==> config.mk <==
export PLATFORM = sky130hd
export DESIGN_NAME = cdc_cfg_arbiter
export DESIGN_NICKNAME = d
export VERILOG_FILES = /design/src/rtl/cdc_cfg_pkg.sv /design/src/rtl/prim_flop_2sync.sv /design/src/rtl/cdc_cfg_arbiter.sv
export SDC_FILE = /design/constraint.sdc
export NUM_CORES = 1
export LEC_CHECK = 0
export ABC_AREA = 1
export BUFFER_PORTS_ARGS = -buffer_cell sky130_fd_sc_hd__buf_2
export CORE_MARGIN = 8
export CORE_UTILIZATION = 52
export DETAILED_ROUTE_END_ITERATION = 12
export GPL_TIMING_DRIVEN = 0
export PLACE_DENSITY_LB_ADDON = 0.15
export RECOVER_POWER = 100
export SLEW_MARGIN = 10
export SYNTH_ARGS = -nofsm -noshare
export SYNTH_HDL_FRONTEND = slang
export SYNTH_SLANG_ARGS = --single-unit
==> constraint.sdc <==
create_clock -name clk_i -period 5.2 [get_ports clk_i]
set_clock_uncertainty 0.15 [all_clocks]
set_input_delay 0.26 -clock clk_i [delete_from_list [all_inputs] [get_ports clk_i]]
set_output_delay 0.26 -clock clk_i [all_outputs]
set_load 0.005 [all_outputs]
==> src/rtl/cdc_cfg_pkg.sv <==
// Shared types and helpers for the configuration-word CDC arbiter.
// Holds the handshake FSM state encoding and the round-robin pick function.
package cdc_cfg_pkg;

  localparam int unsigned MaxReq = 32;

  typedef enum logic [1:0] {
    IDLE        = 2'd0,
    WAIT_ACK_HI = 2'd1,
    WAIT_ACK_LO = 2'd2
  } state_e;

  // First set bit at or after ptr, wrapping modulo n; 0 when nothing is set.
  function automatic int unsigned rr_pick(input logic [MaxReq-1:0] req,
                                          input int unsigned ptr,
                                          input int unsigned n);
    int unsigned idx;
    int unsigned pick;
    logic        found;
    pick  = 0;
    found = 1'b0;
    for (int unsigned i = 0; i < MaxReq; i++) begin
      if (!found && i < n) begin
        idx = ptr + i;
        if (idx >= n) idx = idx - n;
        if (req[idx[4:0]]) begin
          pick  = idx;
          found = 1'b1;
        end
      end
    end
    return pick;
  endfunction

endpackage

==> src/rtl/prim_flop_2sync.sv <==
// Two-flop synchronizer for bringing asynchronous levels into clk_i.
// Reset is sampled on the clock edge, so both flops clear synchronously.
module prim_flop_2sync #(
  parameter int unsigned           Width      = 1,
  parameter logic [Width-1:0]      ResetValue = '0
) (
  input  logic             clk_i,
  input  logic             rst_ni,
  input  logic [Width-1:0] d_i,
  output logic [Width-1:0] q_o
);

  logic [Width-1:0] meta_reg;
  logic [Width-1:0] sync_reg;

  always_ff @(posedge clk_i) begin
    if (!rst_ni) begin
      meta_reg <= ResetValue;
      sync_reg <= ResetValue;
    end else begin
      meta_reg <= d_i;
      sync_reg <= meta_reg;
    end
  end

  assign q_o = sync_reg;

endmodule

==> src/rtl/cdc_cfg_arbiter.sv <==
// Round-robin arbiter sharing one 4-phase req/ack CDC channel between
// NumReq configuration writers; signals completion back to the winner.
module cdc_cfg_arbiter
  import cdc_cfg_pkg::*;
#(
  parameter int unsigned NumReq    = 4,
  parameter int unsigned DataWidth = 16,
  parameter int unsigned IdxWidth  = $clog2(NumReq)
) (
  input  logic                        clk_i,
  input  logic                        rst_i,
  input  logic [NumReq-1:0]           req_i,
  input  logic [NumReq*DataWidth-1:0] data_i,
  output logic [NumReq-1:0]           done_o,
  output logic                        busy_o,
  output logic                        cdc_req_o,
  output logic [DataWidth-1:0]        cdc_data_o,
  output logic [IdxWidth-1:0]         cdc_idx_o,
  input  logic                        cdc_ack_i
);

  state_e                state_reg, state_next;
  logic [IdxWidth-1:0]   ptr_reg;
  logic [IdxWidth-1:0]   idx_reg;
  logic [DataWidth-1:0]  data_reg;
  logic                  cdc_req_reg;
  logic [NumReq-1:0]     done_reg;
  logic                  ack_s;
  logic [NumReq-1:0]     req_eff;
  logic [NumReq-1:0]     winner_hot;
  logic [IdxWidth-1:0]   pick_idx;
  logic [IdxWidth-1:0]   ptr_after;
  logic                  grant;
  logic                  release_req;
  logic                  finish;
  logic [DataWidth-1:0]  data_arr [NumReq];

  prim_flop_2sync #(
    .Width      (1),
    .ResetValue (1'b0)
  ) u_ack_sync (
    .clk_i  (clk_i),
    .rst_ni (~rst_i),
    .d_i    (cdc_ack_i),
    .q_o    (ack_s)
  );

  for (genvar gi = 0; gi < NumReq; gi++) begin : g_slice
    assign data_arr[gi]   = data_i[gi*DataWidth +: DataWidth];
    assign winner_hot[gi] = (idx_reg == IdxWidth'(gi));
  end

  // The finishing requester still holds req_i during its done cycle; mask it
  // so that cycle's arbitration moves on to someone else.
  assign req_eff   = req_i & ~done_reg;
  assign pick_idx  = IdxWidth'(rr_pick(MaxReq'(req_eff), 32'(ptr_reg), NumReq));
  assign ptr_after = (idx_reg == IdxWidth'(NumReq - 1)) ? '0 : idx_reg + 1'b1;

  always_comb begin
    state_next  = state_reg;
    grant       = 1'b0;
    release_req = 1'b0;
    finish      = 1'b0;
    unique case (state_reg)
      IDLE: begin
        if (|req_eff) begin
          grant      = 1'b1;
          state_next = WAIT_ACK_HI;
        end
      end
      WAIT_ACK_HI: begin
        if (ack_s) begin
          release_req = 1'b1;
          state_next  = WAIT_ACK_LO;
        end
      end
      WAIT_ACK_LO: begin
        if (!ack_s) begin
          finish     = 1'b1;
          state_next = IDLE;
        end
      end
      default: state_next = IDLE;
    endcase
  end

  always_ff @(posedge clk_i) begin
    if (rst_i) begin
      state_reg   <= IDLE;
      ptr_reg     <= '0;
      idx_reg     <= '0;
      data_reg    <= '0;
      cdc_req_reg <= 1'b0;
      done_reg    <= '0;
    end else begin
      state_reg <= state_next;
      done_reg  <= '0;
      if (grant) begin
        data_reg    <= data_arr[pick_idx];
        idx_reg     <= pick_idx;
        cdc_req_reg <= 1'b1;
      end
      if (release_req) cdc_req_reg <= 1'b0;
      if (finish) begin
        done_reg <= winner_hot;
        ptr_reg  <= ptr_after;
      end
    end
  end

  assign busy_o     = (state_reg != IDLE);
  assign cdc_req_o  = cdc_req_reg;
  assign cdc_data_o = data_reg;
  assign cdc_idx_o  = idx_reg;
  assign done_o     = done_reg;

endmodule

## Word level (Yosys, flattened, before mapping)

Cells that the tools add are included.

| operators by class | value |
|---|---|
| reductions and logical operators | 7 |
| equal/unequal tests | 8 |
| multipliers | 0 |
| add/sub/neg operators | 8 |
| $lt $le $gt $ge | 9 |
| divide/modulo/power cells | 0 |
| bitwise operators | 4 |
| shift-type cells | 0 |
| multiplexer cells | 41 |

Operator list:

| cell | count |
|---|---|
| $mux 5 | 7 |
| $bmux 16 s2 | 1 |
| $mux 16 | 2 |
| $lt 5x6->1 const B | 4 |
| $mux 2 | 11 |
| $bmux 1 s5 | 4 |
| $mux 1 | 15 |
| $ge 3x3->1 const B | 4 |
| $sub 3x3->4 const B | 3 |
| $add 2x2->3 const B | 2 |
| $eq 2x2->1 const B | 3 |
| $pmux 2 s3 | 1 |
| $and 4x4->4 | 1 |
| $eq 2x1->1 const B | 2 |
| $logic_not 2->1 | 2 |
| $ne 2x2->1 const B | 2 |
| $not 4->4 | 1 |
| $reduce_or 2->1 | 2 |
| $reduce_or 4->1 | 1 |
| $sub 2x3->4 const B | 1 |
| $add 2x1->3 const B | 1 |
| $ge 2x3->1 const B | 1 |
| $not 2->3 | 1 |
| $reduce_and 3->1 | 1 |
| other kinds (4) | 4 |

| storage, ports and cells | value |
|---|---|
| output and inout bits | 24 |
| latch bits | 0 |
| bits in read-only memories | 0 |
| memories | 0 |
| memory bits (writable) | 0 |
| register bits | 29 |
| bits of input ports | 71 |

## Longest topological paths before layout

| logic depth | value |
|---|---|
| depth after elaboration | 24 |
| depth in mapped cells | 16 |
| mapped depth without buffers | 15 |

## By module

From an unflattened synthesis, not the netlist that was laid out.

| second synthesis, totals | value |
|---|---|
| cell total of the unflattened synthesis | 376 |
| area, all modules | 2285.9 µm² |

Modules (own cells, without submodules):

| module | area an instance (µm²) | instances | cells an instance |
|---|---|---|---|
| cdc_cfg_arbiter | 2230.9 | 1 | 370 |
| prim_flop_2sync | 55.1 | 1 | 6 |

## Worst setup path after synthesis

Ideal clock, no wire load.

| timing | value |
|---|---|
| path type | reg-to-reg |
| start point | register ptr_reg[0] |
| end point | register data_reg[0] (netlist: cdc_data_o[0]) |
| path buffers | 1 |
| setup time | 109 ps |
| arrival | 1979 ps |
| stages on the path, launching flop included | 16 |
| path slack | 2962 ps |
| cells stage by stage | dfxtp_1 > inv_2 > ha_1 > inv_1 > nand3_1 > nand2_2 > nand2_4 > nor2_8 > inv_2 > nand2_4 > buf_2 > nand3_1 > nand3_1 > nand3_1 > nand2_1 > inv_1 |

| on the way | value |
|---|---|
| cells in the longest elaborated chain, start to end | 16 |

RTL lines:

| what | RTL line | RTL |
|---|---|---|
| start: declaration | cdc_cfg_arbiter.sv:23 | `logic [IdxWidth-1:0] ptr_reg;` |
| start signal: assignment | cdc_cfg_arbiter.sv:106 | `ptr_reg <= ptr_after;` |
| $add 2x1->3 | cdc_cfg_pkg.sv:24 | `idx = ptr + i;` |
| $sub 3x3->4 / $ge 3x3->1 (equally long branches) | cdc_cfg_pkg.sv:25 | `if (idx >= n) idx = idx - n;` |
| $mux 5 | cdc_cfg_pkg.sv:25 |  |
| $mux 5 | cdc_cfg_pkg.sv:23 | `if (!found && i < n) begin` |
| $bmux 1 s5 | cdc_cfg_pkg.sv:26 | `if (req[idx[4:0]]) begin` |
| $mux 1 (implied by the code) | cdc_cfg_pkg.sv:26 |  |
| $mux 2 | cdc_cfg_pkg.sv:26 |  |
| $mux 2 | cdc_cfg_pkg.sv:23 |  |
| $mux 2 | cdc_cfg_pkg.sv:26 |  |
| $mux 2 | cdc_cfg_pkg.sv:23 |  |
| $mux 2 | cdc_cfg_pkg.sv:26 |  |
| $mux 2 * | cdc_cfg_pkg.sv:23 |  |
| $not 2->3 (implied by the code) * | cdc_cfg_arbiter.sv:99 | `data_reg <= data_arr[pick_idx];` |
| $bmux 16 s2 * | cdc_cfg_arbiter.sv:99 |  |
| $mux 16 (implied by the code) * (2 in series) | cdc_cfg_arbiter.sv:99 |  |
| end signal: assignment | cdc_cfg_arbiter.sv:99 |  |
| end: declaration | cdc_cfg_arbiter.sv:25 | `logic [DataWidth-1:0] data_reg;` |

Every way passes the cells marked *; elsewhere a longest branch is shown, timed or not. The select of a mux whose other input is x is not followed.
A chain may end at the register's enable or synchronous reset.

## Worst setup path after layout

Ends and elaborated chain as after synthesis.

==> impl_metrics.yaml <==
run_status:
  run_status: "completed"
synthesis:
  post_synth_instance_area_um2: 2270
  proportion_of_netlist_area_held_by_the_largest_area_contributor: 0.2558
  yosys_warnings: 0
  ys_top_cells_by_area: "dfxtp_1 (26%), nand3_1 (20%), inv_1 (17%)"
  synth_async_sr_flop_share: 0
  synth_common_cells: "inv_1 (101), nand3_1 (91), nand2_1 (71)"
  synth_largest_area_cell: "dfxtp_1"
  synthFlopType: "dfxtp_1"
  post_synth_inst_count: 391
  synth.yosys.seq_area_share: 0.2558
  count_of_unique_library_cells_instantiated_by_yosys: 24
  mean_cell_area_of_the_mapped_netlist_um2: 5.805
  yosys.cell_count.top_type: "inv_1"
  syn-num-nets: 468
  synth-edff-count: 0
  ys_seq_elements: 29
cells_and_area:
  area_used_by_multi_input_combinational_logic_um2: 1159
  antenna_diodes: 0
  layout-area-overhead-vs-synth_pct: 23.76
  layout-drive-gt1-share: 0.2069
  regArea_um2: 580.6
  fillers: 445
  largest_register_ff_count: 16
  post-route-cell-area_um2: 2809
  num-nets-final: 569
cts:
  cts_buffer_depth: 2
  cts-htree-levels: 2
  cts-buffers-inserted: 5
  cts.repair_timing.setup_buffer_count: 0
  cts.reportedPaths.clkPinSlew_ns: 0.06
  worstSkewPairLatency_ns: 0.28
  root_buffer: "clkbuf_8"
  cts_tree: "yes"
  hold_buffers: 0
  cts_sinks: 29
  post_cts_resize_count: 0
floorplan:
  core-area_um2: 4294
  row_count: 24
  fp.dieW_um: 82.07
  design.portCount: 95
  floorplan.initialDensity: 0.5286
  chipHeight_um: 82.07
  design.die.area_um2: 6735
min_path:
  min-delay-path-class: "input port to register"
placement:
  rd_place_congestion: 0.8048
  post_dp_cell_area_um2: 2805
  hpwl_um: 5024
  port-buffer-count: 94
  pre_cts_worst_setup_slack_ns: 2.574
critical_path:
  worst_r2r_endpoint: "cdc_data_o[0]"
  worst-endpoint-required_ns: 5.23
  cp_max_fo: 10
  worst_r2r_path_depth: 15
  cp_data_arrival_time_ns: 3.32
  critPathLaunch: "ptr_reg[0]"
  endpoint: "cdc_data_o[0]"
  reg2reg_from: "ptr_reg[0]"
  path_class: "register to register"
  crit_path_end_kind: "register"
  internal_reg_to_reg_setup_slack_ns: 1.90
  timing.critical_path.from_type: "register"
timing:
  final_min_period_over_clock_period: 0.6338
  final.setup.tns_ns: 0
  setup_viol: 0
  slew_viol_final: 0
  fin_ws_ns: 1.904
  least_margin_pin_slew_ns: 0.5433
  timing_limited_maximum_frequency_ghz: 0.3034
  hold_viol: 0
  slew_headroom: 0.6364
  rsz0062_at_grt: "false"
  post-route-min-period_ns: 3.296
route:
  first_pass_iteration_count_of_the_detailed_router: 4
  drtIter0Drc: 89
  routed_wire_length_per_instance_um: 11.53
  routed-via-count: 2560
  postRouteAntennaNets: 0
  drcViolationCount: 0
  avgViaCountPerCell: 4.697
  routed_wl_um: 6286
grt:
  grt_antenna_before_repair: 0
  global_route.overflow_total: 0
  global_route.usage.total: 0.1915
  grt_first_pass_wirelength_um: 10270
  grt_max_degree: 11
  first_global_vias: 2426
flow_run:
  timing.max_cap.violations: 0
power_and_ir_drop:
  report.power.total_w: 0.0006512
  p_leak_nw: 1.748
  ir_worst_vdd_mv: 0.1415
  power_density_nw_per_um2: 231.8
-- per-stage QoR --
step                instances  utilization  hold slack, ns
floorplan                 391            -          0.2170
global placement          537       0.6533          0.2439
detailed placement        537       0.6533          0.2471
CTS                       545       0.6725         0.03121
global route              545       0.6541         0.04705
finish                    545       0.6541         0.03238
-- cell usage in the layout (no fill, tap or decap), types with 5 or more instances in the layout --
master / synthesis / layout
nand3_2: 5 / 5
clkbuf_1: 5 / 27
ha_1: 6 / 6
a21oi_1: 5 / 5
nor2_1: 43 / 44
nand2_1: 71 / 74
dfxtp_1: 29 / 29
clkbuf_8: 0 / 5
nand3_1: 91 / 92
inv_1: 101 / 102
buf_2: 6 / 80
-- routing by layer --
metal  share of wire  track usage  vias up
li1                -            -     1377
met5               0            0        -
met2            0.47       0.3331       82
met4           0.014      0.04912        0
met1            0.44       0.2244     1092
met3           0.076      0.05470        9
-- final cells by class --
class / instances / area share
plain buffers: 16 / 0.03074
repair buffers: 94 / 0.1586
flip-flops and latches: 29 / 0.2067
multi-input cells: 242 / 0.4125
clock inverters: 2 / 0.003563
well taps: 52 / 0.02316
inverters: 104 / 0.1390
clock buffers: 6 / 0.02584
-- logic make-up after synthesis --
family / Yosys count / share of synthesized area
compound gates: 13 / 0.03197
fa+ha+maj: 6 / 0.03308
buf+inv: 120 / 0.2133
flops: 29 / 0.2558
simple gates: 223 / 0.4658
-- how the worst min path moves through the flow --
stage / start / end / slack, ns / cells after the start
after floorplan: cdc_ack_i / u_ack_sync.meta_reg / 0.22 / 2
after global placement: u_ack_sync.meta_reg / u_ack_sync.q_o / 0.24 / 2
after detailed placement: u_ack_sync.meta_reg / u_ack_sync.q_o / 0.25 / 2
after CTS: cdc_ack_i / u_ack_sync.meta_reg / 0.03 / 3
after global routing: cdc_ack_i / u_ack_sync.meta_reg / 0.05 / 3
final: cdc_ack_i / u_ack_sync.meta_reg / 0.03 / 3
-- report_power, final --
part	total (W)	internal, W	switching [W]
Combinational	0.000216	0.0000886	0.000128
Sequential	0.000257	0.000244	0.0000129
Clock	0.000178	0.0000925	0.0000853
Total	0.000651	0.000425	0.000226
-- worst max-delay path, stage by stage, from the launching register on --
cell and delay [ns]:
dfxtp_1 0.45, inv_1 0.23, ha_1 0.39, inv_1 0.14
nand3_1 0.09, nand2_1 0.10, nand2_1 0.08, nor2_1 0.23
nand3_1 0.24, nand2_1 0.27, clkbuf_1 0.42, nand2_1 0.09
nand3_1 0.10, nand3_1 0.10, nand2_1 0.08, inv_1 0.03
Note: power is estimated with default switching activity, not from simulation.
